### config.mk
export PLATFORM = sky130hd
export DESIGN_NAME = uart_rx_frame
export DESIGN_NICKNAME = d
export VERILOG_FILES = /design/src/rtl/uart_pkg.sv /design/src/rtl/uart_rx_byte.sv /design/src/rtl/uart_rx_frame.sv
export SDC_FILE = /design/constraint.sdc
export NUM_CORES = 1
export LEC_CHECK = 0
export BUFFER_PORTS_ARGS = -buffer_cell sky130_fd_sc_hd__buf_2
export CAP_MARGIN = 20
export CORE_ASPECT_RATIO = 0.75
export CORE_MARGIN = 2
export CORE_UTILIZATION = 55
export CTS_BUF_LIST = sky130_fd_sc_hd__clkbuf_4 sky130_fd_sc_hd__clkbuf_8
export DETAILED_ROUTE_END_ITERATION = 8
export GPL_TIMING_DRIVEN = 0
export PLACE_DENSITY = 0.86
export SETUP_SLACK_MARGIN = 0.4
export SYNTH_ARGS = -nofsm -noshare
export SYNTH_HDL_FRONTEND = slang
export SYNTH_SLANG_ARGS = --single-unit
### constraint.sdc
create_clock -name clk -period 2 [get_ports clk]
set_input_delay 0.1 -clock clk [delete_from_list [all_inputs] [get_ports clk]]
set_output_delay 0.1 -clock clk [all_outputs]
set_load 0.02 [all_outputs]
### src/rtl/uart_pkg.sv
// Shared types and helpers for the UART receive path.
package uart_pkg;

  typedef enum logic [1:0] {
    IDLE,
    START,
    DATA,
    STOP
  } rx_state_e;

  typedef logic [7:0] byte_t;

  // Clock cycles per bit; integer division truncates.
  function automatic int unsigned bit_cycles(input int unsigned clk_freq,
                                             input int unsigned baud);
    return clk_freq / baud;
  endfunction

  // Counter width able to hold 0 .. n-1, never narrower than one bit.
  function automatic int unsigned cnt_width(input int unsigned n);
    return (n > 1) ? $clog2(n) : 1;
  endfunction

  localparam int unsigned DEF_BIT_CYC = bit_cycles(50_000_000, 115200);
  localparam int unsigned DEF_CNT_W   = cnt_width(DEF_BIT_CYC);

endpackage

### src/rtl/uart_rx_byte.sv
// uart_rx_byte: rx synchroniser, 8N1 byte FSM and bit timer.
// Emits a one-cycle byte_stb with a good byte or byte_err on a bad stop bit.
module uart_rx_byte
  import uart_pkg::*;
#(
  parameter int unsigned CLK_FREQ = 50_000_000,
  parameter int unsigned boadrate = 115200
) (
  input  logic  clk,
  input  logic  arstn,
  input  logic  rx,
  output byte_t rx_byte,
  output logic  byte_stb,
  output logic  byte_err
);

  localparam int unsigned BIT_CYC = bit_cycles(CLK_FREQ, boadrate);
  localparam int unsigned HALF    = BIT_CYC / 2;
  localparam int unsigned CNT_W   = cnt_width(BIT_CYC);

  localparam logic [CNT_W-1:0] CNT_HALF = CNT_W'(HALF - 1);
  localparam logic [CNT_W-1:0] CNT_FULL = CNT_W'(BIT_CYC - 1);

  logic [1:0]       sync_q;
  logic             rx_d;
  logic             rx_s;
  logic             fall;

  rx_state_e        state_q, state_n;
  logic [CNT_W-1:0] cnt_q, cnt_n;
  logic [2:0]       bit_q, bit_n;
  byte_t            sh_q, sh_n;

  assign rx_s    = sync_q[1];
  assign fall    = rx_d & ~rx_s;
  assign rx_byte = sh_q;

  // Two-flop synchroniser plus one delayed copy for edge detection; resets to idle-high.
  always_ff @(posedge clk or negedge arstn) begin
    if (!arstn) begin
      sync_q <= '1;
      rx_d   <= 1'b1;
    end else begin
      sync_q <= {sync_q[0], rx};
      rx_d   <= sync_q[1];
    end
  end

  // FSM state, bit timer, bit index and shift register.
  always_ff @(posedge clk or negedge arstn) begin
    if (!arstn) begin
      state_q <= IDLE;
      cnt_q   <= '0;
      bit_q   <= '0;
      sh_q    <= '0;
    end else begin
      state_q <= state_n;
      cnt_q   <= cnt_n;
      bit_q   <= bit_n;
      sh_q    <= sh_n;
    end
  end

  // Next-state and strobe decode: mid-bit sampling, LSB first, one stop sample.
  always_comb begin
    state_n  = state_q;
    cnt_n    = cnt_q;
    bit_n    = bit_q;
    sh_n     = sh_q;
    byte_stb = 1'b0;
    byte_err = 1'b0;
    unique case (state_q)
      IDLE: begin
        if (fall) begin
          state_n = START;
          cnt_n   = '0;
        end
      end
      START: begin
        if (cnt_q == CNT_HALF) begin
          cnt_n   = '0;
          bit_n   = '0;
          state_n = rx_s ? IDLE : DATA;
        end else begin
          cnt_n = cnt_q + 1'b1;
        end
      end
      DATA: begin
        if (cnt_q == CNT_FULL) begin
          cnt_n = '0;
          sh_n  = {rx_s, sh_q[7:1]};
          if (bit_q == 3'd7) begin
            state_n = STOP;
          end else begin
            bit_n = bit_q + 1'b1;
          end
        end else begin
          cnt_n = cnt_q + 1'b1;
        end
      end
      STOP: begin
        if (cnt_q == CNT_FULL) begin
          cnt_n    = '0;
          state_n  = IDLE;
          byte_stb = rx_s;
          byte_err = ~rx_s;
        end else begin
          cnt_n = cnt_q + 1'b1;
        end
      end
      default: state_n = IDLE;
    endcase
  end

endmodule

### src/rtl/uart_rx_frame.sv
// uart_rx_frame: collects DEPTH received bytes into one word, offered on valid/ready.
// Optional feature macro: UART_RX_ERR_EN adds the frame_err pulse output.
module uart_rx_frame
  import uart_pkg::*;
#(
  parameter int unsigned CLK_FREQ = 50_000_000,
  parameter int unsigned boadrate = 115200,
  parameter int unsigned DEPTH    = 8
) (
  input  logic                  clk,
  input  logic                  arstn,
  input  logic                  rx,
  output logic [DEPTH-1:0][7:0] data_o,
  output logic                  down_valid,
  input  logic                  down_ready
`ifdef UART_RX_ERR_EN
  ,
  output logic                  frame_err
`endif
);

  localparam int unsigned      IDX_W    = cnt_width(DEPTH);
  localparam logic [IDX_W-1:0] LAST_IDX = IDX_W'(DEPTH - 1);

  byte_t                  rx_byte;
  logic                   byte_stb;
  logic                   byte_err;
  logic [IDX_W-1:0]       idx_q;
  logic [DEPTH-1:0][7:0]  asm_q;
  logic [DEPTH-1:0][7:0]  word_n;
  logic                   word_done;
  logic                   handshake;
  logic                   take;

  uart_rx_byte #(
    .CLK_FREQ (CLK_FREQ),
    .boadrate (boadrate)
  ) u_byte (
    .clk      (clk),
    .arstn    (arstn),
    .rx       (rx),
    .rx_byte  (rx_byte),
    .byte_stb (byte_stb),
    .byte_err (byte_err)
  );

  // Assembly view with the incoming byte merged at its slot; also the completed word.
  always_comb begin
    word_n        = asm_q;
    word_n[idx_q] = rx_byte;
  end

  assign handshake = down_valid & down_ready;
  assign word_done = byte_stb & (idx_q == LAST_IDX);
  // A finished word is accepted if the output is free or being drained this cycle.
  assign take      = word_done & (~down_valid | down_ready);

  // Byte slot counter and assembly buffer; a framing error restarts the word.
  always_ff @(posedge clk or negedge arstn) begin
    if (!arstn) begin
      idx_q <= '0;
      asm_q <= '0;
    end else if (byte_err) begin
      idx_q <= '0;
    end else if (byte_stb) begin
      asm_q <= word_n;
      idx_q <= word_done ? '0 : idx_q + 1'b1;
    end
  end

  // Output word register and valid flag; an overrunning word is simply not loaded.
  always_ff @(posedge clk or negedge arstn) begin
    if (!arstn) begin
      data_o     <= '0;
      down_valid <= 1'b0;
    end else if (take) begin
      data_o     <= word_n;
      down_valid <= 1'b1;
    end else if (handshake) begin
      down_valid <= 1'b0;
    end
  end

`ifdef UART_RX_ERR_EN
  logic overrun;
  assign overrun = word_done & ~take;

  // One-cycle error pulse for framing errors and discarded words.
  always_ff @(posedge clk or negedge arstn) begin
    if (!arstn) begin
      frame_err <= 1'b0;
    end else begin
      frame_err <= byte_err | overrun;
    end
  end
`endif

endmodule

**After elaboration in Yosys (flattened, before gate mapping)**

Index checks and enable logic that the tools add are counted.

- Register bits after elaboration: 157
- Logic and storage cells: 87

- Add/sub/neg operators: 3
- $lt $le $gt $ge: 2
- Equality and inequality tests: 13
- Multiplexer cells: 27
- Bitwise gates (word level): 8
- Reduce and logical (&&, ||, !) cells: 10

Operators by type and width:

| cell | number |
|---|---|
| 64-bit bitwise mux | 1 |
| 9-bit 2-to-1 mux | 3 |
| 9-bit one-hot mux with 3 select lines | 1 |
| 8-bit demux with 3-bit select | 1 |
| 3-bit 2-to-1 mux | 6 |
| 2-bit 2-to-1 mux | 6 |
| 2-bit by 1-bit != test with 1-bit output, second input constant | 5 |
| 9-bit by 1-bit adder with 9-bit output, second input constant | 1 |
| 9-bit by 8-bit equality test with 1-bit output, second input constant | 1 |
| 9-bit equality test, second input constant | 1 |
| 8-bit 2-to-1 mux | 1 |
| 2-bit one-hot mux with 4 select lines | 1 |
| 3-bit by 1-bit adder with 3-bit output, second input constant | 2 |
| 3-bit equality test, second input constant | 2 |
| 1-bit 2-to-1 mux | 6 |
| 3-bit one-hot mux with 2 select lines | 1 |
| 2-bit nonzero test | 3 |
| 5-bit AND reduction | 1 |
| 1-bit AND | 4 |
| 2-bit equality test, second input constant | 2 |
| 3-bit by 4-bit less-than comparator with 1-bit output, second input constant | 1 |
| 2-bit AND reduction | 2 |
| 4-bit AND reduction | 1 |
| 3-bit by 1-bit >= comparator with 1-bit output, second input constant | 1 |
| other kinds (7) | 9 |

**Logic depth before layout (Yosys ltp)**

- Word-level depth: 7
- Depth in mapped cells: 8
- Depth with buffers taken out: 6

**Cells and area by module**

A second synthesis with hierarchy kept.

- Cells, all modules: 515
- Area, all modules: 7,179.4 um2

By module, submodules not included:

| module | times used | cells each | area an instance (um2) | seq. area each (um2) |
|---|---|---|---|---|
| uart_rx_frame | 1 | 397 | 5,874.4 | 3,303.2 |
| uart_rx_byte | 1 | 118 | 1,305.0 | 629.4 |

**Worst setup path before layout**

Ideal clock, no wire load.

- Kind: register to register
- From: register u_byte.cnt_q[1]
- To: register asm_q[0] (netlist bit)
- Arrival time: 1.809 ns
- Data required time: 1.875 ns
- Setup slack: 0.066 ns
- Stages on the path, launching flop included: 8
- Path buffers: 1
- Clock period less this slack: 1.934 ns
- Cell sequence: dfrtp_1 > inv_1 > ha_1 > and4bb_1 > buf_4 > nand3_4 > nor4_4 > mux2_2

- Longest elaborated chain between the ends: 5
- Elaborated cells on any way between the ends: 7
- Classes of those cells: 1 x eq/ne; 4 x mux; 1 x bitwise; 1 x reduce/logical

RTL lines:

| element | line | source |
|---|---|---|
| start: declaration | uart_rx_byte.sv:30 | `logic [CNT_W-1:0] cnt_q, cnt_n;` |
| start signal: assignment | uart_rx_byte.sv:58 | `cnt_q <= cnt_n;` |
| 9-bit equality test (*) | uart_rx_byte.sv:102 | `if (cnt_q == CNT_FULL) begin` |
| 1-bit 2-to-1 mux | uart_rx_byte.sv:102 |  |
| 1-bit 2-to-1 mux | uart_rx_byte.sv:72 | `unique case (state_q)` |
| 1-bit NOT (no line) | n/a |  |
| 2-bit AND reduction (no line) (*) | n/a |  |
| end signal: assignment | uart_rx_frame.sv:66 | `asm_q <= word_n;` |
| end: declaration | uart_rx_frame.sv:29 | `logic [DEPTH-1:0][7:0] asm_q;` |

Every way passes the cells marked *; elsewhere a longest branch is shown, timed or not.
A chain may end at the register's enable or synchronous reset.

**Worst setup path in the final report**

- From: register u_byte.cnt_q[1]
- To: register idx_q[0]

- Longest elaborated chain between the ends: 7
- Elaborated cells on any way between the ends: 10
- Classes of those cells: 1 x eq/ne; 7 x mux; 1 x bitwise; 1 x reduce/logical

RTL lines:

| element | line | source |
|---|---|---|
| 9-bit equality test (*) | uart_rx_byte.sv:102 |  |
| 1-bit 2-to-1 mux | uart_rx_byte.sv:102 |  |
| 1-bit 2-to-1 mux | uart_rx_byte.sv:72 |  |
| 1-bit AND | uart_rx_frame.sv:54 | `assign word_done = byte_stb & (idx_q == LAST_IDX);` |
| 3-bit 2-to-1 mux | uart_rx_frame.sv:67 | `idx_q <= word_done ? '0 : idx_q + 1'b1;` |
| 3-bit 2-to-1 mux | uart_rx_frame.sv:65 | `end else if (byte_stb) begin` |
| 3-bit 2-to-1 mux | uart_rx_frame.sv:63 | `end else if (byte_err) begin` |
| end signal: assignment | uart_rx_frame.sv:67 |  |
| end: declaration | uart_rx_frame.sv:28 | `logic [IDX_W-1:0] idx_q;` |

Every way passes the cells marked *; elsewhere a longest branch is shown, timed or not. The select of a mux whose other input is x is not followed.

==> flow_summary_export.csv <==
group,metric,value,unit
global_route,grt_max_degree,108,
critical_path,cpPeakStageDelay,0.44,ns
drt,drc,0,
placed_design,dp_cells,739,
critical_path,worst_setup_path_end_kind,"register",
placed_design,hpwl,10550,um
drt,routed_wl,21270,um
cells_and_area,drive_gt1_share,62.59,%
synth,synth_edf_count,0,
floorplan,core-area,12440,um2
critical_path,critPathCapture,"idx_q[0]",
timing,finalWorstSetupSlack,-0.1587,ns
synth,syn_nets,515,
synth,yosys.area.top_type,"dfrtp_1",
critical_path,startpoint,"u_byte.cnt_q[1]",
critical_path,r2r_start,"u_byte.cnt_q[1]",
clock_network,clk_pin_slew,0.10,ns
synth,yosys-top-cells-area,"dfrtp_1 (54%), mux2_2 (32%), ha_1 (1.2%)",
status,status,"finished, violations left",
global_route,antenna_found_initial,0,
critical_path,worstRegToRegCells,9,
synth,synth.most_common_cell,"mux2_2",
critical_path,critPathArrivalTime,2.59,ns
synth,netlist_top_cells_count,"mux2_2 (199), dfrtp_1 (154), nand2_1 (22), clkbuf_1 (11)",
flow_run,max_cap_viol_count,0,
power,power_density,673.7,nW/um2
synth,yosys.area.top_type_share,54.22,%
synth,synth_ff_type,"dfrtp_1",
critical_path,crit_path_frequent_cell,"buf_4",
timing,worst_pin_slew,0.8287,ns
clock_network,cts_buffer_depth,2,
clock_network,clk_latency,0.49,ns
synth,yosysSeqAreaShare,55.32,%
timing,fin_worst_skew,0.02135,ns
synth,ys_seq_elements,157,
floorplan,die_height,102.5,um
critical_path,crit_path_cell_trace,"inv_2 > ha_4 > and4bb_1 > buf_6 > buf_4 > buf_4 > nand4_1 > nor4_1 > a21o_1",
timing,period_share,107.9,%
cells_and_area,area_delta_synth_final,35.43,%
cells_and_area,fin_area,9627,um2
critical_path,critPathKind,"register to register",
clock_network,cts_tree,"yes",
drt,drtAntennaViolNets,0,
timing,slew_headroom,44.75,%
synth,synth_async_sr_flop_share,100.0,%
drt,firstDrtPassIters,8,
cells_and_area,layout.nets,669,
critical_path,r2r_end,"idx_q[0]",
placed_design,dpl_worst_slack,-0.2254,ns
synth,synth_cell_types,46,
timing,final_hold_viol_count,0,
clock_network,clock_sinks,157,
critical_path,startpoint_type,"register",
global_route,grt_pass1_vias,5091,
synth,yosysWarningCount,0,
power,vdd_drop_max,0.4658,mV
drt,drtIter0Drc,543,
cells_and_area,fin_util,77.40,%
power,leakagePower,0.004801,uW
min_path,hold_path.class,"input pin to async pin",
global_route,grt_pass1_wl,29010,um
timing,rsz0062_at_grt,"true",
critical_path,crit_required,2.43,ns
drt,vias_per_cell,6.178,
status,violations,"negative setup slack",
cells_and_area,final_cells,837,
clock_network,cts_max_level,4,
critical_path,worst_path_max_delay_cell,"nor4_1",
synth,synth.avg_cell_area,14.10,um2
placed_design,gp_congestion,0.8225,
floorplan,die-area,13860,um2
timing,fin_crit,2.159,ns
timing,setup_viol,32,
timing,drv_slew,0,
floorplan,design.portCount,69,
floorplan,rows,35,
drt,wire_per_inst,25.41,um
global_route,overflow,0,
critical_path,cp_max_fo,5,
floorplan,start_util,57.15,%
timing,max_freq,0.4632,GHz
synth,syn_area,7108,um2
critical_path,reg2reg_slack,-0.16,ns
clock_network,numCtsBuffers,17,
drt,vias,5171,
synth,netlist_instances,504,
clock_network,root_buffer,"clkbuf_8",
placed_design,placed_area,8054,um2
floorplan,die_x,135.3,um
cells_and_area,num_antenna_cells,0,
global_route,grtUsageTotal,28.34,%
placed_design,portBuffers,68,
==> what timing repair did <==
action,CTS,global route
endpoints found under the hold margin,51,1
cloned,2,6
pin swaps,18,6
hold buffers,2,1
buffers inserted,38,17
endpoints found under the setup margin,151,154
resized for setup,79,58
==> power breakdown <==
part | switching, uW | internal [uW]
logic | 429 | 338
registers | 93.2 | 3230
clock network | 1310 | 1090
==> routing by layer <==
| layer | vias up | wire [um] | track usage, % |
|---|---|---|---|
| met4 | 0 | 907 | 11.30 |
| met2 | 325 | 9834 | 45.41 |
| met3 | 90 | 1544 | 5.308 |
| li1 | 2129 | - | - |
| met1 | 2627 | 8981 | 38.90 |
| met5 | - | 0 | 0 |
==> sequential cells by signal, summed over array words and instances (netlist names), named ones only <==
register,cells
asm_q,64
data_o,64
down_valid,1
idx_q,3
u_byte.bit_q,3
u_byte.cnt_q,9
u_byte.rx_byte,8
u_byte.rx_d,1
u_byte.state_q,1
u_byte.sync_q,2
==> placed cells by master, fill, tap and decap left out, types with 3 or more instances in the layout <==
| cell type | count |
|---|---|
| buf_4 | 31 |
| nor4_1 | 3 |
| clkbuf_8 | 20 |
| clkbuf_16 | 6 |
| nor3_1 | 3 |
| dfrtp_1 | 149 |
| o22ai_1 | 5 |
| buf_2 | 67 |
| nor2b_1 | 3 |
| mux2_4 | 116 |
| clkbuf_2 | 3 |
| dfstp_2 | 3 |
| ha_1 | 4 |
| nand2_1 | 22 |
| nor2_4 | 7 |
| inv_1 | 6 |
| dfrtp_2 | 5 |
| dlygate4sd3_1 | 3 |
| buf_6 | 24 |
| nand4_1 | 5 |
| nand3_1 | 5 |
| o31ai_1 | 3 |
| clkinv_2 | 3 |
| nor2_1 | 5 |
| clkbuf_1 | 8 |
| clkinvlp_4 | 4 |
| buf_12 | 15 |
| nand3b_1 | 3 |
| mux2_2 | 83 |
| o21ai_1 | 7 |
==> cell type report <==
cell class	count	area, um2
Buffer	26	269.0
Clock buffer	20	275.3
Clock inverter	12	110.1
Fill cell	668	2810
Inverter	8	30.03
Multi-Input combinational cell	313	3636
Sequential cell	157	3939
Tap cell	166	207.7
Timing Repair Buffer	135	1160
==> cell families after synthesis <==
family / count (synthesis) / synth area share [%]
flip-flops: 157 / 55.32
AND/OR/NAND/NOR: 75 / 6.513
AO/OA/AOI/OAI: 30 / 2.799
adder cells (fa/ha/maj): 7 / 1.232
multiplexers: 200 / 31.67
buffers and inverters: 34 / 2.341
XOR/XNOR: 1 / 0.1232
==> through the flow <==
stage	TNS, ns	power, uW	hold WS, ns
6_report	-0.9376	6485	0.1279
3_5_place_dp	-10.39	3788	0.06953
2_1_floorplan	0	3612	-0.1956
4_1_cts	0	6263	0.02118
3_3_place_gp	-198.81	3734	0.2047
5_1_grt	-3.141	6661	0.1518
==> worst min-delay path by stage <==
stage | slack (ns) | startpoint | endpoint
final | 0.13 | arstn | data_o[42]
after CTS | 0.02 | down_ready | down_valid
after floorplan | -0.20 | arstn | async pin
after detailed placement | 0.07 | arstn | data_o[42]
after global routing | 0.15 | arstn | data_o[36]
after global placement | 0.20 | rx | u_byte.sync_q[0]
==> worst max-delay path: cells and delay by family, from the launching register on <==
family	cells	cell delay [ns]
AO/OA/AOI/OAI	1	0.14
buffers and inverters	4	0.43
adder cells (fa/ha/maj)	1	0.15
flip-flops	1	0.39
AND/OR/NAND/NOR	3	1.00
No activity file was read; power rests on OpenSTA's default activity.
